`src/rtl/regfile_wb_arbiter_if.sv`:
```
// Writeback request bus shared by all requesters of the register file write port.
// Requester i owns bit i of valid/ready and its slice of addr/data.
interface regfile_wb_arbiter_if #(
    parameter int N_REQ = 3
);
    logic [N_REQ-1:0]    req_valid;
    logic [5*N_REQ-1:0]  req_addr;
    logic [32*N_REQ-1:0] req_data;
    logic [N_REQ-1:0]    req_ready;

    modport master (
        output req_valid,
        output req_addr,
        output req_data,
        input  req_ready
    );

    modport slave (
        input  req_valid,
        input  req_addr,
        input  req_data,
        output req_ready
    );
endinterface

```
`src/rtl/regfile_wb_arbiter.sv`:
```
// Round-robin arbiter for the register file write port.
// One writeback accepted per cycle, issued from a single output register.
module regfile_wb_arbiter #(
    parameter int N_REQ = 3,
    parameter int CNT_W = 16
) (
    input  logic                clk,
    input  logic                rst,
    regfile_wb_arbiter_if.slave bus,
    output logic [4:0]          rf_address_W,
    output logic [31:0]         rf_write_data,
    output logic                rf_write_enable,
    output logic                grant_valid,
    output logic [CNT_W-1:0]    conflict_cnt
);
    localparam int PTR_W = $clog2(N_REQ);

    logic [PTR_W-1:0] rr_ptr;
    logic [PTR_W-1:0] win_idx;
    logic [PTR_W-1:0] nxt_ptr;
    logic             found;
    logic [4:0]       sel_addr;
    logic [31:0]      sel_data;
    logic             multi;

    // Search from rr_ptr upward with wrap; first valid requester wins.
    always_comb begin
        int idx;
        idx      = 0;
        found    = 1'b0;
        win_idx  = '0;
        sel_addr = '0;
        sel_data = '0;
        for (int k = 0; k < N_REQ; k++) begin
            idx = int'(rr_ptr) + k;
            if (idx >= N_REQ) idx = idx - N_REQ;
            if (!found && bus.req_valid[idx]) begin
                found    = 1'b1;
                win_idx  = PTR_W'(idx);
                sel_addr = bus.req_addr[idx*5 +: 5];
                sel_data = bus.req_data[idx*32 +: 32];
            end
        end
    end

    // One-hot grant, suppressed while reset is asserted.
    always_comb begin
        grant_valid   = found & ~rst;
        bus.req_ready = '0;
        if (grant_valid) bus.req_ready[win_idx] = 1'b1;
    end

    // Next pointer after the winner, explicit wrap for non-power-of-two N_REQ.
    always_comb begin
        nxt_ptr = win_idx + 1'b1;
        if (win_idx == PTR_W'(N_REQ - 1)) nxt_ptr = '0;
    end

    // Two or more requesters active means contention this cycle.
    always_comb begin
        multi = (bus.req_valid & (bus.req_valid - 1'b1)) != '0;
    end

    // Round-robin pointer only moves on an accepted write.
    always_ff @(posedge clk or posedge rst) begin
        if (rst) begin
            rr_ptr <= '0;
        end else if (grant_valid) begin
            rr_ptr <= nxt_ptr;
        end
    end

    // Output register: winner issued next cycle, writes to $0 are swallowed.
    always_ff @(posedge clk or posedge rst) begin
        if (rst) begin
            rf_address_W    <= '0;
            rf_write_data   <= '0;
            rf_write_enable <= 1'b0;
        end else if (grant_valid) begin
            rf_address_W    <= sel_addr;
            rf_write_data   <= sel_data;
            rf_write_enable <= (sel_addr != 5'd0);
        end else begin
            rf_write_enable <= 1'b0;
        end
    end

    // Saturating count of contention cycles.
    always_ff @(posedge clk or posedge rst) begin
        if (rst) begin
            conflict_cnt <= '0;
        end else if (multi && (conflict_cnt != '1)) begin
            conflict_cnt <= conflict_cnt + 1'b1;
        end
    end
endmodule

```
`src/flat_wrapper.sv`:
```
// flat-port wrapper written by rule: the top's interface ports become plain ports
module regfile_wb_arbiter_flat 
#(
    parameter int N_REQ = 3,
    parameter int CNT_W = 16
)
  (clk, rst, rf_address_W, rf_write_data, rf_write_enable, grant_valid, conflict_cnt, bus_req_valid, bus_req_addr, bus_req_data, bus_req_ready);
  regfile_wb_arbiter_if #(.N_REQ(N_REQ)) bus_i ();
  input  logic clk;
  input  logic rst;
  output logic [4:0] rf_address_W;
  output logic [31:0] rf_write_data;
  output logic rf_write_enable;
  output logic grant_valid;
  output logic [CNT_W-1:0] conflict_cnt;
  input wire logic [$bits(bus_i.req_valid)-1:0] bus_req_valid;
  input wire logic [$bits(bus_i.req_addr)-1:0] bus_req_addr;
  input wire logic [$bits(bus_i.req_data)-1:0] bus_req_data;
  output wire logic [$bits(bus_i.req_ready)-1:0] bus_req_ready;
  assign bus_i.req_valid = bus_req_valid;
  assign bus_i.req_addr = bus_req_addr;
  assign bus_i.req_data = bus_req_data;
  assign bus_req_ready = bus_i.req_ready;
  regfile_wb_arbiter #(.N_REQ(N_REQ), .CNT_W(CNT_W)) u_core (.clk(clk), .rst(rst), .bus(bus_i), .rf_address_W(rf_address_W), .rf_write_data(rf_write_data), .rf_write_enable(rf_write_enable), .grant_valid(grant_valid), .conflict_cnt(conflict_cnt));
endmodule
```
`config.mk`:
```
export PLATFORM = sky130hd
export DESIGN_NAME = regfile_wb_arbiter_flat
export DESIGN_NICKNAME = d
export VERILOG_FILES = /design/src/rtl/regfile_wb_arbiter_if.sv /design/src/rtl/regfile_wb_arbiter.sv /design/src/flat_wrapper.sv
export SDC_FILE = /design/constraint.sdc
export NUM_CORES = 1
export LEC_CHECK = 0
export CAP_MARGIN = 15
export CORE_MARGIN = 5
export CORE_UTILIZATION = 53
export CTS_BUF_LIST = sky130_fd_sc_hd__clkbuf_4
export CTS_CLUSTER_SIZE = 12
export DETAILED_ROUTE_END_ITERATION = 6
export GPL_TIMING_DRIVEN = 0
export PLACE_DENSITY = 0.95
export SETUP_SLACK_MARGIN = 0.2
export SKIP_LAST_GASP = 1
export SYNTH_ARGS = -nofsm -noshare
export SYNTH_HDL_FRONTEND = slang
export SYNTH_SLANG_ARGS = --single-unit
```
`constraint.sdc`:
```
create_clock -name clk -period 9.7 [get_ports clk]
set_input_delay 2.91 -clock clk [delete_from_list [all_inputs] [get_ports clk]]
set_output_delay 2.91 -clock clk [all_outputs]
set_load 0.005 [all_outputs]
```
==> results_dict.tcl, run 1 <==
set metrics [dict create \
    dp_hpwl_um 14550 \
    core_region_area_um2 10230 \
    seqPwrFrac 0.190 \
    place_congestion 0.9795 \
    skew_ns 0.008689 \
    avgRoutedWirePerCell_um 18.69 \
    ios 174 \
    dieArea_um2 12580 \
    power.density_nw_per_um2 286.2 \
    grt.overflow.total 0 \
    synth.avg_cell_area_um2 7.526 \
    drcViolationCount 0 \
    final_common_cell "clkdlybuf4s50_1" \
    postCtsHoldBufs 0 \
    synth_nets 860 \
    flow.area_growth_from_synthesis_pct 35.58 \
    fin_crit_sh 0.9064 \
    drtPass1Iterations 5 \
    final.min_clock_period_ns 8.793 \
    routed_wl_um 19640 \
    row_count 37 \
    required_ns 6.79 \
    worstMarginPinSlew_ns 0.7078 \
    ys_seq_elements 56 \
    ys_warn_count 0 \
    ctsResizeCount 0 \
    hold_violations 0 \
    grtUsageTotal 0.3029 \
    path_max_fanout 10 \
    maxSlewViolCount 0 \
    crit_type "in2out" \
    cp-start-kind "primary input" \
    tns_ns 0 \
    ys_types 54 \
    io_buffer_count 171 \
    cts-htree-levels 2 \
    setup-violations-final 0 \
    routed_via_density 6.186 \
    p_int_mw 1.102 \
    cts_tree "yes" \
    synth_ff_type "dfrtp_1" \
    slew_headroom 0.5245 \
    antenna_found_initial 0 \
    grt_pass1_vias 6476 \
    layout.nets 1039 \
    drtIter0Drc 554 \
    maxCapViolCount 0 \
    max_freq_mhz 113.7 \
    arrival_ns 5.88 \
    drive_gt1_frac 0.05246 \
    min_path_type "reg2reg" \
    total_power_mw 2.146 \
    vias 6501 \
    chipWidth_um 112.2 \
    ir_worst_vdd_uv 154.6 \
    syn_area_um2 5532 \
    path_clk_slew_ns 0.19 \
    clock_latency_ns 0.40 \
    final_cell_mix "clkdlybuf4s50_1 (171), nor2_1 (121), mux2i_1 (111)" \
    grt_max_degree 32 \
    power_switching_mw 1.045 \
    initial_utilization 0.5407 \
    status "complete, no violations" \
    leakagePower_nw 3.089 \
    p_clk_frac 0.056 \
    antenna_cells 0 \
    clockRootBuffer "clkbuf_4" \
    crit_path_end_kind "output pin" \
    ys_seq_area_frac 0.2533 \
    swShare 0.4866 \
    synth_edf_count 0 \
    grt_setup_unrepaired "no" \
    cts_setup_buffers 0 \
    clock-sinks 56 \
    die_h_um 112.2 \
    synth_cells 735 \
    ant_nets 0 \
    power_frac_comb 0.753 \
    numCtsBuffers 5 \
    grt_pass1_wl_um 32130 \
    synthArstFlopShare 1.000 \
    clockBufferDepth 2 \
]
layout make-up:
cell class	instances	area, um^2
Timing Repair Buffer	172	1732
Fill cell	798	2731
Buffer	62	291.5
Inverter	10	37.54
Clock buffer	5	37.54
Sequential cell	56	1401
Multi-Input combinational cell	607	3801
Tap cell	136	170.2
Clock inverter	3	28.78
power groups by stage:
| stage | clock network, mW | registers (mW) | logic [mW] |
|---|---|---|---|
| after floorplan | 0 | 0.406 | 1.04 |
| after global placement | 0 | 0.407 | 1.55 |
| after detailed placement | 0 | 0.409 | 1.59 |
| after CTS | 0.123 | 0.405 | 1.59 |
| after global routing | 0.128 | 0.419 | 1.75 |
| final | 0.121 | 0.409 | 1.62 |
registers in the layout, summed over array words and instances, names as in the netlist:
name	cells
u_core.rf_write_data	32
u_core.conflict_cnt	16
u_core.rf_address_W	5
u_core.rr_ptr	2
u_core.rf_write_enable	1
worst max-delay path: stages:
cell and delay, ns:
clkdlybuf4s50_1 0.53, buf_2 0.24, nor2_1 0.08, maj3_1 0.37, a211oi_2 0.41, buf_2 0.32
buf_1 0.41, clkdlybuf4s50_1 0.60
final timing paths:
path                                         from                      to  slack [ns]  cells past startpoint
setup reg to reg                 u_core.rr_ptr[0]  u_core.rf_write_enable        5.97                     10
hold / removal             u_core.conflict_cnt[7]  u_core.conflict_cnt[7]        0.51                      1
hold reg to reg            u_core.conflict_cnt[7]  u_core.conflict_cnt[7]        0.51                      1
min in group asynchronous                     rst  u_core.conflict_cnt[9]        2.87                      2
max in group asynchronous                     rst  u_core.rf_address_W[2]        6.25                      3
setup / recovery                 bus_req_valid[2]             grant_valid        0.91                      8
kinds of logic (layout without fill, tap and decap cells):
logic type,after synthesis,count (layout),share of synthesized area
xor gates and xnor gates,13,13,0.02058
buffers and inverters,72,252,0.05949
AOI/OAI and AO/OA,222,222,0.2475
other,1,1,0.0006779
and+or+nand+nor,249,249,0.1920
DFF,56,56,0.2533
muxes,112,112,0.2029
adders and majority gates,10,10,0.02353
through the flow:
stage,utilization,area [um^2],worst slack [ns],cells,hold slack (ns)
6_report,0.7330,7500,0.9075,1051,0.5082
5_1_grt,0.7330,7500,0.7476,1051,0.5285
4_1_cts,0.7330,7500,0.9141,1051,0.5170
3_5_place_dp,0.7266,7433,0.9342,1043,0.4897
3_3_place_gp,0.7246,7413,-0.3919,1042,0.4876
2_1_floorplan,-,5532,1.538,735,0.4780
per-layer routing:
layer | share of wire | global-route usage | vias up
met5 | 0 | 0 | -
met4 | 0.024 | 0.1114 | 0
met3 | 0.12 | 0.07817 | 49
met2 | 0.46 | 0.4907 | 456
met1 | 0.39 | 0.3903 | 2997
li1 | - | - | 2999
synth_stat cells, drive strengths merged (3+ instances only):
library cell | instances | area share
a21oi | 80 | 0.072
a221oi | 37 | 0.064
a32oi | 4 | 0.0063
and2 | 3 | 0.0034
and3 | 3 | 0.0034
and4 | 3 | 0.0048
buf | 30 | 0.031
clkbuf | 32 | 0.022
dfrtp | 56 | 0.25
ha | 8 | 0.018
inv | 10 | 0.0068
mux2i | 111 | 0.20
nand2 | 80 | 0.054
nand3 | 13 | 0.012
nand4 | 4 | 0.0045
nor2 | 121 | 0.082
nor2b | 4 | 0.0045
nor3 | 7 | 0.0063
o21ai | 81 | 0.073
o22ai | 4 | 0.0045
xnor2 | 8 | 0.013
xor2 | 5 | 0.0079
No activity file was read; power rests on OpenSTA's default activity.
==> run 2: changes to the inputs <==
--- a/config.mk
+++ b/config.mk
@@ -13,6 +13,7 @@
 export DETAILED_ROUTE_END_ITERATION = 6
 export GPL_TIMING_DRIVEN = 0
 export PLACE_DENSITY = 0.95
+export REMOVE_ABC_BUFFERS = 1
 export SETUP_SLACK_MARGIN = 0.2
 export SKIP_LAST_GASP = 1
 export SYNTH_ARGS = -nofsm -noshare
==> run 2 against run 1 <==
Net effect: core utilization up 0.64 points; global-route usage decreased by 3.1 points; final cell count decreased by 4.6%; first-iteration DRC count rose by 2.0%.
==> results_dict.tcl, run 2 (synthesis gave the netlist of run 1 again) <==
set metrics [dict create \
    grt.overflow.total 0 \
    setup-violations-final 0 \
    final_common_cell "clkdlybuf4s50_1" \
    met2WireLength_um 8762 \
    cts_setup_buffers 0 \
    io_buffer_count 173 \
    grt_setup_unrepaired "no" \
    postCtsHoldBufs 0 \
    cts-htree-levels 2 \
    maxSlewViolCount 0 \
    place_congestion 0.8647 \
    power.density_nw_per_um2 284.7 \
    numCtsBuffers 5 \
    layout.cells.non_filler 1003 \
    cts_tree "yes" \
    clock_latency_ns 0.38 \
    initial_utilization 0.5407 \
    place_inst 994 \
    antenna_found_initial 0 \
    die_h_um 112.2 \
    row_count 37 \
    crit_type "in2out" \
    routed_via_density 6.087 \
    fin_crit_sh 0.9067 \
    drtPass1Iterations 5 \
    reg2regPathDepth 8 \
    max_freq_mhz 113.7 \
    ir_worst_vdd_uv 307.4 \
    total_power_mw 2.154 \
    arrival_ns 5.89 \
    worstHoldPathCells 1 \
    swShare 0.4647 \
    largest_reg_flops 32 \
    core_region_area_um2 10230 \
    final.min_clock_period_ns 8.795 \
    layout.nets 990 \
    leakagePower_nw 3.046 \
    maxCapViolCount 0 \
    min_path_type "reg2reg" \
    stdcell_area_um2 7565 \
    ctsResizeCount 0 \
    clockBufferDepth 2 \
    grt_pass1_vias 5872 \
    grt_pass1_wl_um 29150 \
    top_register "u_core.rf_write_data" \
    met1_length_um 7490 \
    power_frac_comb 0.761 \
    met3_length_um 1352 \
    dieArea_um2 12580 \
    avgRoutedWirePerCell_um 17.91 \
    skew_ns 0.01408 \
    routed_wl_um 17960 \
    required_ns 6.79 \
    hold_violations 0 \
    path_max_fanout 37 \
    seqPwrFrac 0.188 \
    clockRootBuffer "clkbuf_4" \
    chipWidth_um 112.2 \
    grtUsageTotal 0.2718 \
    ios 174 \
    flow.area_growth_from_synthesis_pct 36.76 \
    final_cell_mix "clkdlybuf4s50_1 (173), nor2_1 (121), mux2i_1 (111)" \
    slew_headroom 0.3536 \
    dp_hpwl_um 12620 \
    drive_gt1_frac 0.04388 \
    top_layer_used "met4" \
    clock-sinks 56 \
    path_clk_slew_ns 0.17 \
    grt_max_degree 59 \
    num-fill-cells 774 \
    drtIter0Drc 565 \
    placed_area_um2 7501 \
    drcViolationCount 0 \
    worstMarginPinSlew_ns 0.9675 \
    crit_path_end_kind "output pin" \
    status "complete, no violations" \
    p_int_mw 1.153 \
    cp-start-kind "primary input" \
    top_regs "u_core.rf_write_data: 32 flops, u_core.conflict_cnt: 16 flops, u_core.rf_address_W: 5 flops" \
    power_switching_mw 1.001 \
    vias 6105 \
    ant_nets 0 \
    p_clk_frac 0.051 \
]
run 2: cell types whose count changed in the layout (fill, tap and decap cells not counted), moves of 4 or more:
cell,previous run,this run
clkbuf_1,32,0
buf_2,23,0
buf_16,0,7
buf_6,4,0
run 2: layer usage:
metal | up-vias | GRT usage
met5 | - | 0
met4 | 0 | 0.08574
met3 | 28 | 0.04636
met2 | 287 | 0.4589
met1 | 2890 | 0.3557
li1 | 2900 | -
run 2: path summary, 6_finish.rpt:
check                                  startpoint                        to  slack, ns
max                                           rst          bus_req_ready[1]       0.90
min                        u_core.conflict_cnt[7]    u_core.conflict_cnt[7]       0.51
max reg2reg                      u_core.rr_ptr[1]   u_core.rf_write_data[5]       5.39
min reg2reg                u_core.conflict_cnt[7]    u_core.conflict_cnt[7]       0.51
max in group asynchronous                     rst  u_core.rf_write_data[28]       6.27
min in group asynchronous                     rst    u_core.rf_address_W[3]       2.85
run 2: layout make-up:
| type | instances | area, um^2 | area share |
|---|---|---|---|
| multi-input cells | 607 | 3877 | 0.5126 |
| repair buffers | 185 | 2014 | 0.2663 |
| flip-flops and latches | 56 | 1401 | 0.1852 |
| well taps | 136 | 170.2 | 0.02249 |
| clock buffers | 5 | 37.54 | 0.004962 |
| inverters | 10 | 37.54 | 0.004962 |
| clock inverters | 3 | 23.77 | 0.003143 |
| diodes | 1 | 2.502 | 0.0003308 |
run 2: power by group through the flow:
stage | Combinational (mW) | Clock, mW | Sequential [mW]
final | 1.64 | 0.109 | 0.404
after global routing | 1.77 | 0.121 | 0.418
after CTS | 1.63 | 0.112 | 0.403
after detailed placement | 1.62 | 0 | 0.407
after global placement | 1.58 | 0 | 0.405
after floorplan | 1.06 | 0 | 0.407
run 2: through the flow:
stage | util | hold slack, ns | TNS (ns) | worst slack [ns]
finish | 0.7394 | 0.5102 | 0 | 0.9048
global route | 0.7391 | 0.5460 | 0 | 0.5995
CTS | 0.7391 | 0.5098 | 0 | 0.8812
detailed placement | 0.7332 | 0.4867 | 0 | 0.8681
global placement | 0.6981 | 0.4770 | -12.46 | -3.234
floorplan | - | 0.4780 | -1.785 | -0.6344
run 2: critical path, stage by stage:
cell             delay, ns
clkdlybuf4s50_1       0.41
inv_2                 0.39
buf_12                0.30
o21ai_0               0.19
a211oi_4              0.65
nand2_1               0.20
nor3_1                0.27
clkdlybuf4s50_1       0.56
